===== src/rtl/ddr_pkg.sv =====
// rtl/ddr_pkg.sv - shared mode encodings and width helpers for the DDR capture packer
package ddr_pkg;

  localparam logic DDR_MODE = 1'b1;
  localparam logic SDR_MODE = 1'b0;

  // A gathered beat is one sample from each half of the clock.
  function automatic int beat_w(input int n);
    return 2 * n;
  endfunction

  // Packer slot counter width.
  function automatic int cnt_w(input int pack);
    return $clog2(pack);
  endfunction

endpackage


===== src/rtl/ddr_edge_gather.sv =====
// rtl/ddr_edge_gather.sv - dual-edge capture, fall retiming and SDR/DDR beat gathering
module ddr_edge_gather
  import ddr_pkg::*;
#(
  parameter int N = 8
) (
  input  logic                 clk,
  input  logic                 rst_n,
  input  logic                 en,
  input  logic                 ddr_mode,
  input  logic [N-1:0]         d_in,
  output logic [N-1:0]         q_rise,
  output logic [N-1:0]         q_fall,
  output logic                 mode_chg,
  output logic [beat_w(N)-1:0] beat,
  output logic                 beat_valid
);

  localparam int BW = beat_w(N);

  logic [N-1:0]  q_rise_q, q_rise_d;
  logic [N-1:0]  q_fall_q, q_fall_d;
  logic [N-1:0]  low_q, low_d;
  logic          en_r_q, en_r_d;
  logic          mode_r_q, mode_r_d;
  logic          phase_q, phase_d;
  logic          valid_q, valid_d;
  logic [BW-1:0] beat_q, beat_d;

  // Mode change is seen at the rising edge that loads the new mode_r.
  assign mode_chg = (ddr_mode != mode_r_q);

  // Next-state: rise capture, and gather of the sample held since the previous rising edge.
  always_comb begin
    q_rise_d = d_in;
    q_fall_d = d_in;
    en_r_d   = en;
    mode_r_d = ddr_mode;
    low_d    = low_q;
    phase_d  = phase_q;
    beat_d   = beat_q;
    valid_d  = 1'b0;
    if (mode_chg) begin
      phase_d = 1'b0;
    end else if (mode_r_q == DDR_MODE) begin
      if (en_r_q) begin
        beat_d  = {q_fall_q, q_rise_q};
        valid_d = 1'b1;
      end
    end else if (en_r_q) begin
      if (!phase_q) begin
        low_d   = q_rise_q;
        phase_d = 1'b1;
      end else begin
        beat_d  = {q_rise_q, low_q};
        valid_d = 1'b1;
        phase_d = 1'b0;
      end
    end
  end

  // Rising-edge registers: raw capture, qualifier, mode and gather stage.
  always_ff @(posedge clk or negedge rst_n) begin
    if (!rst_n) begin
      q_rise_q <= '0;
      en_r_q   <= 1'b0;
      mode_r_q <= 1'b0;
      low_q    <= '0;
      phase_q  <= 1'b0;
      beat_q   <= '0;
      valid_q  <= 1'b0;
    end else begin
      q_rise_q <= q_rise_d;
      en_r_q   <= en_r_d;
      mode_r_q <= mode_r_d;
      low_q    <= low_d;
      phase_q  <= phase_d;
      beat_q   <= beat_d;
      valid_q  <= valid_d;
    end
  end

  // Falling-edge capture; consumed by the following rising edge.
  always_ff @(negedge clk or negedge rst_n) begin
    if (!rst_n) begin
      q_fall_q <= '0;
    end else begin
      q_fall_q <= q_fall_d;
    end
  end

  assign q_rise     = q_rise_q;
  assign q_fall     = q_fall_q;
  assign beat       = beat_q;
  assign beat_valid = valid_q;

endmodule


===== src/rtl/ddr_capture_pack.sv =====
// rtl/ddr_capture_pack.sv - dual-edge capture with beat pipeline and wide-word packer
module ddr_capture_pack
  import ddr_pkg::*;
#(
  parameter  int N     = 8,
  parameter  int DEPTH = 2,
  parameter  int PACK  = 2,
  localparam int CW    = cnt_w(PACK)
) (
  input  logic                  clk,
  input  logic                  rst_n,
  input  logic                  en,
  input  logic                  ddr_mode,
  input  logic [N-1:0]          d_in,
  output logic [N-1:0]          q_rise,
  output logic [N-1:0]          q_fall,
  output logic [2*N-1:0]        beat_out,
  output logic                  beat_valid,
  output logic [2*N*PACK-1:0]   word_out,
  output logic                  word_valid,
  output logic [CW-1:0]         beat_cnt
);

  localparam int BW = beat_w(N);
  localparam int WW = BW * PACK;

  logic [BW-1:0] g_beat;
  logic          g_valid;
  logic          mode_chg;
  logic [BW-1:0] pipe_beat;
  logic          pipe_valid;

  ddr_edge_gather #(.N(N)) u_gather (
    .clk        (clk),
    .rst_n      (rst_n),
    .en         (en),
    .ddr_mode   (ddr_mode),
    .d_in       (d_in),
    .q_rise     (q_rise),
    .q_fall     (q_fall),
    .mode_chg   (mode_chg),
    .beat       (g_beat),
    .beat_valid (g_valid)
  );

  if (DEPTH > 1) begin : g_pipe
    logic [BW-1:0]    data_q [DEPTH-1];
    logic [BW-1:0]    data_d [DEPTH-1];
    logic [DEPTH-2:0] vld_q, vld_d;

    // Shift beats down the pipe; a mode change flushes every valid bit.
    always_comb begin
      data_d[0] = g_beat;
      vld_d[0]  = g_valid;
      for (int i = 1; i < DEPTH - 1; i++) begin
        data_d[i] = data_q[i-1];
        vld_d[i]  = vld_q[i-1];
      end
      if (mode_chg) vld_d = '0;
    end

    // Pipeline stage registers.
    always_ff @(posedge clk or negedge rst_n) begin
      if (!rst_n) begin
        for (int i = 0; i < DEPTH - 1; i++) data_q[i] <= '0;
        vld_q <= '0;
      end else begin
        for (int i = 0; i < DEPTH - 1; i++) data_q[i] <= data_d[i];
        vld_q <= vld_d;
      end
    end

    assign pipe_beat  = data_q[DEPTH-2];
    assign pipe_valid = vld_q[DEPTH-2];
  end else begin : g_nopipe
    assign pipe_beat  = g_beat;
    assign pipe_valid = g_valid;
  end

  assign beat_out   = pipe_beat;
  assign beat_valid = pipe_valid;

  logic [BW-1:0] slot_q [PACK-1];
  logic [BW-1:0] slot_d [PACK-1];
  logic [CW-1:0] cnt_q, cnt_d;
  logic [WW-1:0] word_q, word_d;
  logic          wv_q, wv_d;

  // Packer: park beats in slots, emit the word on the last beat; mode change drops a partial word.
  always_comb begin
    slot_d = slot_q;
    cnt_d  = cnt_q;
    word_d = word_q;
    wv_d   = 1'b0;
    if (mode_chg) begin
      cnt_d = '0;
    end else if (pipe_valid) begin
      if (cnt_q == CW'(PACK - 1)) begin
        for (int i = 0; i < PACK - 1; i++) word_d[i*BW +: BW] = slot_q[i];
        word_d[(PACK-1)*BW +: BW] = pipe_beat;
        wv_d  = 1'b1;
        cnt_d = '0;
      end else begin
        for (int i = 0; i < PACK - 1; i++) begin
          if (cnt_q == CW'(i)) slot_d[i] = pipe_beat;
        end
        cnt_d = cnt_q + CW'(1);
      end
    end
  end

  // Packer registers.
  always_ff @(posedge clk or negedge rst_n) begin
    if (!rst_n) begin
      for (int i = 0; i < PACK - 1; i++) slot_q[i] <= '0;
      cnt_q  <= '0;
      word_q <= '0;
      wv_q   <= 1'b0;
    end else begin
      for (int i = 0; i < PACK - 1; i++) slot_q[i] <= slot_d[i];
      cnt_q  <= cnt_d;
      word_q <= word_d;
      wv_q   <= wv_d;
    end
  end

  assign word_out   = word_q;
  assign word_valid = wv_q;
  assign beat_cnt   = cnt_q;

endmodule


===== config.mk =====
export PLATFORM = sky130hd
export DESIGN_NAME = ddr_capture_pack
export DESIGN_NICKNAME = d
export VERILOG_FILES = /design/src/rtl/ddr_pkg.sv /design/src/rtl/ddr_edge_gather.sv /design/src/rtl/ddr_capture_pack.sv
export SDC_FILE = /design/constraint.sdc
export NUM_CORES = 1
export LEC_CHECK = 0
export BUFFER_PORTS_ARGS = -buffer_cell sky130_fd_sc_hd__buf_2
export CAP_MARGIN = 20
export CORE_UTILIZATION = 54
export CTS_BUF_LIST = sky130_fd_sc_hd__clkbuf_16
export CTS_CLUSTER_SIZE = 8
export DETAILED_ROUTE_END_ITERATION = 8
export GPL_ROUTABILITY_DRIVEN = 0
export GPL_TIMING_DRIVEN = 0
export PLACE_DENSITY = 0.79
export SLEW_MARGIN = 10
export SYNTH_ARGS = -nofsm -noshare
export SYNTH_HDL_FRONTEND = slang
export SYNTH_SLANG_ARGS = --single-unit

===== constraint.sdc =====
create_clock -name clk -period 2.4 [get_ports clk]
set_clock_uncertainty 0.1 [all_clocks]
set_input_delay 0.72 -clock clk [delete_from_list [all_inputs] [get_ports clk]]
set_output_delay 0.72 -clock clk [all_outputs]
set_load 0.01 [all_outputs]

==> Word level (Yosys, flattened, before mapping) <==
Index checks and enable logic that the tools add are counted.
{ "word_totals": {"reg_bits": 111, "inputBits": 12, "output_inout_bits": 67, "elab_cells": 49} }
{ "classes": {"n_addsub": 1, "n_eq_ne": 2, "n_mux": 20, "bitwise_logic": 4, "reduce_logical": 8} }
{ "op_table": {"columns": ["operator", "count"], "rows": [
  ["$mux W16", 4],
  ["$mux W1", 16],
  ["$reduce_and A3 Y1", 3],
  ["$reduce_bool A2 Y1", 3],
  ["$not A1 Y1", 4],
  ["$reduce_and A4 Y1", 1],
  ["$ne A2 B2 Y1 const B", 1],
  ["$reduce_and A2 Y1", 1],
  ["$add A1 B1 Y1 const B", 1],
  ["$ne A1 B1 Y1", 1]
]} }

==> Longest topological paths before layout <==
Gate-level depths: netlist of the first run.
{ "depth": {"depth_word": 4, "mapped_depth": 5} }

==> Modules after synthesis <==
A second synthesis of the first run with hierarchy kept.
{ "hier_totals": {"cells_unflattened": 222, "area_unflattened_um2": 4085.2} }
{ "modules_own_cells": {"columns": ["mod", "n_inst", "cells_each", "area_per_inst_um2"], "rows": [
  ["ddr_capture_pack", 1, 125, 2308.5],
  ["ddr_edge_gather", 1, 97, 1776.7]
]} }

==> impl_metrics.json, run 1 <==
{
  "end_kind": "output pin",
  "cellPowerDensity_nw_per_um2": 1000,
  "multi_input_area_um2": 1130,
  "wirelength_um": 6820,
  "portBuffers": 78,
  "grt_max_degree": 64,
  "layout_setup_ws_ps": -496,
  "vias": 2088,
  "synth_nets": 233,
  "remaining_drc_errors": 0,
  "wire_per_inst_um": 16.5,
  "rsz0062_at_grt": "true",
  "cp.required_ps": 1580,
  "status": "finished, violations left",
  "slew_headroom_pct": 68.2,
  "cp_slowest_cell": "dfrtn_1",
  "grt_pass1_wl_um": 11100,
  "gr-usage-all-layers_pct": 19.7,
  "die_h_um": 87.6,
  "dp_hpwl_um": 4660,
  "firstDrtPassIters": 4,
  "synth_area_um2": 3960,
  "worst-path-buf-inv": 1,
  "grt-ovfl-total": 0,
  "setup_viol": 8,
  "leakage_uw": 0.00246,
  "endpoint": "q_fall[1]",
  "r2r_end": "u_gather.beat[9]",
  "drive_above_1_share_pct": 61.3,
  "diodes": 0,
  "hold_viol_final": 0,
  "synthCells": 220,
  "ys_types": 17,
  "drtAntennaViolNets": 0,
  "cp_max_fo": 2,
  "area_delta_synth_final_pct": 22.6,
  "fin_setup_tns_ps": -3910,
  "critical_path.startpoint_type": "register",
  "drv_cap": 0,
  "violations": "setup timing",
  "h-tree-depth": 3,
  "regArea_um2": 2780,
  "synth-seq-area-share_pct": 70.1,
  "core_area_um2": 6940,
  "clk_latency_ps": 340,
  "hold_ws_ps": 216,
  "chipWidth_um": 87.6,
  "hold_buffers": 0,
  "final_max_slew_viol_count": 0,
  "tightestPinTransition_ps": 475,
  "worst-path-stages": 1,
  "critical_path.top_delay_family": "flip-flops",
  "fillers": 480,
  "synth_simple_gate_area_share_pct": 2.27,
  "die_area_um2": 7680,
  "crit-reg2reg-launch": "u_gather.q_fall[1]",
  "synth_fa_ha_area_share_pct": 0.316,
  "synth_compound_area_share_pct": 0.316,
  "r2r_slack_ps": 0,
  "final_core_util_pct": 69.9,
  "clk_path_buf_depth": 2,
  "clock-root-buffer": "clkbuf_16",
  "vias_per_cell": 5.04,
  "critPathKind": "reg -> out",
  "cts.reportedPaths.clkPinSlew_ps": 70,
  "design_area_um2": 4850,
  "max_stage_delay_ps": 410,
  "rr_worst_depth": 3,
  "syn_avg_cell_area_um2": 18.0,
  "ys_warn_count": 0,
  "numCtsBuffers": 9,
  "dpl_cell_area_um2": 4500,
  "worstPathArrival_ps": 2080,
  "cts_tree": "yes",
  "hp-class": "in -> async",
  "startpoint": "u_gather.q_fall[1]",
  "ioPinCount": 79,
  "fin_nets": 326,
  "synth-seq-cells": 111,
  "drtIter0Drc": 84,
  "first_global_vias": 2176,
  "synth_xor_area_share_pct": 0.221,
  "initial_core_util_pct": 57.0,
  "antenna_found_initial": 0,
  "synth_top_family_by_area": "multiplexers",
  "ir_worst_vdd_mv": 0.473,
  "num_rows": 30,
  "power_uw": 4880,
  "synthMuxAreaShare_pct": 25.0,
  "cts_num_sinks": 111,
  "crit_chain": "buf_2"
}
## placed cells by master (no fill, tap or decap), types with 2 or more instances in the layout
| cell | count |
|---|---|
| clkbuf_16 | 9 |
| dfrtp_1 | 103 |
| buf_2 | 77 |
| inv_1 | 4 |
| nor2_1 | 3 |
| buf_6 | 4 |
| buf_4 | 7 |
| mux2_2 | 83 |
| bufinv_16 | 2 |
| mux2_4 | 5 |
| dfrtn_1 | 8 |
## per-stage QoR
stage                     worst slack, ps  std cells
after floorplan                     -43.0        220
after global placement              -1740        394
after detailed placement             -173        395
after CTS                            -509        414
after global routing                 -527        414
final                                -496        414
## worst min-delay path by stage
stage | from | endpoint | depth (start not counted)
after floorplan | u_gather.beat[0] | beat_out[0] | 0
after global placement | u_gather.beat[9] | beat_out[9] | 0
after detailed placement | u_gather.beat[9] | beat_out[9] | 0
after CTS | rst_n | word_out[17] | 1
after global routing | rst_n | u_gather.q_rise[4] | 1
final | rst_n | beat_out[1] | 1
## cell families (layout without fill, tap and decap cells)
logic type,after synthesis,count (layout)
simple gates,9,9
buf+inv,8,106
mux,88,88
fa+ha+maj,1,1
xor+xnor,1,1
flops,111,111
compound gates,2,2
## power breakdown
part | switching (uW) | total [uW] | internal [uW]
Clock | 605 | 1510 | 901
Combinational | 324 | 770 | 446
Sequential | 276 | 2600 | 2320
Total | 1200 | 4880 | 3670
## cells in the mapped netlist
cell type  instances  area share [%]
nand2b_4           1            0.35
o31ai_1            1            0.19
nor2_4             1            0.28
buf_4              4            0.76
dfrtp_1          103              65
dfrtn_1            8             5.1
buf_6              3            0.85
nor3_4             1            0.41
inv_1              1           0.095
mux2_2            88              25
o21ai_0            1            0.13
nand3b_2           1            0.28
nor3b_4            1            0.47
xnor2_1            1            0.22
ha_1               1            0.32
nor2_1             3            0.28
and2b_1            1            0.19
## metal layers
layer | wire length, um | track usage, % | vias to the layer above | part of all wire [%]
met5 | 0 | 0 | - | 0
met4 | 78 | 7.15 | 0 | 1.1
met3 | 181 | 4.43 | 8 | 2.7
met2 | 3470 | 32.2 | 45 | 51
met1 | 3100 | 26.3 | 1077 | 45
li1 | - | - | 958 | -
## sequential cells by signal, summed over array words and instances (netlist names)
register	cells
u_gather.q_rise	8
u_gather.mode_r_q	1
u_gather.low_q	8
word_valid	1
beat_valid	1
beat_cnt	1
u_gather.beat_valid	1
u_gather.beat	16
beat_out	16
u_gather.q_fall	8
u_gather.phase_q	1
slot_q	16
word_out	32
u_gather.en_r_q	1
## final cells by class
| class | instances | area share, % |
|---|---|---|
| multi-input combinational | 101 | 23.4 |
| sequential | 111 | 57.2 |
| tap | 96 | 2.47 |
| inverter | 1 | 0.0773 |
| timing repair buffer | 82 | 9.20 |
| clock buffer | 9 | 4.64 |
| clock inverter | 7 | 1.73 |
| buffer | 7 | 1.31 |
## what timing repair did
action,CTS,global route
endpoints found under the hold margin,0,0
gates resized for setup,2,3
setup endpoints to repair,8,11
buffers inserted,3,2
(Power assumes the default switching activity.)
==> run 2, diff against run 1 <==
--- a/config.mk
+++ b/config.mk
@@ -7,13 +7,12 @@
 export LEC_CHECK = 0
 export BUFFER_PORTS_ARGS = -buffer_cell sky130_fd_sc_hd__buf_2
 export CAP_MARGIN = 20
-export CORE_UTILIZATION = 54
-export CTS_BUF_LIST = sky130_fd_sc_hd__clkbuf_16
-export CTS_CLUSTER_SIZE = 8
+export CORE_UTILIZATION = 56
+export CTS_BUF_LIST = sky130_fd_sc_hd__clkbuf_4
 export DETAILED_ROUTE_END_ITERATION = 8
 export GPL_ROUTABILITY_DRIVEN = 0
 export GPL_TIMING_DRIVEN = 0
-export PLACE_DENSITY = 0.79
+export PLACE_DENSITY = 0.81
 export SLEW_MARGIN = 10
 export SYNTH_ARGS = -nofsm -noshare
 export SYNTH_HDL_FRONTEND = slang
==> run 2 against run 1 <==
  * The run still ends with setup timing left
  * Sequential power about the same
  * Core utilization decreased by 0.52 points
  * Sequential share of layout area increased by 1.7 points
  * Via count is 1.1% lower
  * Routed wire length fell by 8.9%
==> impl_metrics.json, run 2 (synthesized netlist as in run 1, its figures left out) <==
{
  "power_uw": 4510,
  "leakage_uw": 0.00238,
  "layout_common_cells": "dfrtp_1 (103), mux2_2 (88), buf_2 (77)",
  "drtIter0Drc": 37,
  "antenna_found_initial": 0,
  "wire_per_inst_um": 15.1,
  "end_kind": "output pin",
  "place_inst": 395,
  "wirelength_um": 6220,
  "fillers": 484,
  "drtAntennaViolNets": 0,
  "clock-root-buffer": "clkbuf_4",
  "place_worst_setup_slack_ps": -148,
  "layout_setup_ws_ps": -590,
  "grt_pass1_wl_um": 10200,
  "crit_chain": "buf_2",
  "gr-usage-all-layers_pct": 18.7,
  "status": "finished, violations left",
  "dp_hpwl_um": 4320,
  "cp_slowest_cell": "dfrtn_1",
  "fin_cells": 412,
  "worst-path-buf-inv": 1,
  "num_rows": 30,
  "tightestPinTransition_ps": 438,
  "cts_num_sinks": 111,
  "max_stage_delay_ps": 440,
  "worstPathArrival_ps": 2170,
  "setup_viol": 8,
  "cts_resized": 0,
  "die_h_um": 86.1,
  "fin_setup_tns_ps": -4540,
  "grt_max_degree": 75,
  "hold_buffers": 0,
  "cp_max_fo": 2,
  "cp.required_ps": 1580,
  "vias_per_cell": 5.01,
  "h-tree-depth": 3,
  "drive_above_1_share_pct": 62.0,
  "portBuffers": 78,
  "ioPinCount": 79,
  "die_area_um2": 7410,
  "vias": 2066,
  "remaining_drc_errors": 0,
  "slew_headroom_pct": 70.7,
  "critPathKind": "reg -> out",
  "final_common_cell": "dfrtp_1",
  "fin_nets": 324,
  "area_delta_synth_final_pct": 19.1,
  "largest_register_ffs": 32,
  "core_area_um2": 6790,
  "hp-class": "in -> async",
  "cts.reportedPaths.clkPinSlew_ps": 150,
  "cts_tree": "yes",
  "clk_latency_ps": 440,
  "drv_cap": 0,
  "critical_path.startpoint_type": "register",
  "critical_path.top_delay_family": "flip-flops",
  "clk_path_buf_depth": 2,
  "cellPowerDensity_nw_per_um2": 957,
  "grt-ovfl-total": 0,
  "violations": "setup timing",
  "firstDrtPassIters": 4,
  "ir_worst_vdd_mv": 0.513,
  "diodes": 0,
  "first_global_vias": 2033,
  "initial_core_util_pct": 58.3,
  "final_core_util_pct": 69.4,
  "hold_viol_final": 0,
  "final_max_slew_viol_count": 0,
  "numCtsBuffers": 9,
  "rsz0062_at_grt": "true",
  "chipWidth_um": 86.1
}
-- run 2: per-stage QoR --
stage	hold slack, ps	instance area (um^2)
floorplan	250	3960
global route	37.1	4710
finish	42.3	4710
global placement	256	4470
CTS	26.4	4710
detailed placement	259	4500
-- run 2: final timing paths --
path	slack, ps	start	endpoint	depth (start not counted)
worst max register to register	40	u_gather.q_fall[0]	u_gather.beat[8]	3
worst min register to register	280	u_gather.beat[12]	beat_out[12]	0
min in group clk	280	en	u_gather.en_r_q	1
worst max-delay path	-590	u_gather.q_fall[3]	q_fall[3]	1
max in group asynchronous	340	rst_n	u_gather.q_fall[5]	2
worst min-delay path	40	rst_n	word_out[4]	1
-- run 2: timing repair --
| action | in CTS | in global routing |
|---|---|---|
| setup endpoints to repair | 8 | 8 |
| setup buffers | 0 | 1 |
| endpoints found under the hold margin | 0 | 0 |
-- run 2: power breakdown --
group | total, uW | switching (uW) | internal, uW
registers | 2580 | 261 | 2320
logic | 750 | 316 | 434
clock network | 1180 | 555 | 628
total | 4510 | 1130 | 3380
-- run 2: routing by layer --
metal	track usage (%)	share of wire, %
met2	29.2	47
met1	24.9	47
met4	10.0	1.9
met5	0	0
met3	3.95	3.5
-- run 2: area by class of cell --
| cell class | count | area, um^2 | share of cell area [%] |
|---|---|---|---|
| Sequential cell | 111 | 2780 | 58.9 |
| Multi-Input combinational cell | 101 | 1110 | 23.6 |
| Timing Repair Buffer | 80 | 432 | 9.16 |
| Clock inverter | 7 | 135 | 2.87 |
| Tap cell | 96 | 120 | 2.55 |
| Clock buffer | 9 | 67.6 | 1.43 |
| Buffer | 7 | 63.8 | 1.35 |
| Inverter | 1 | 3.75 | 0.0796 |
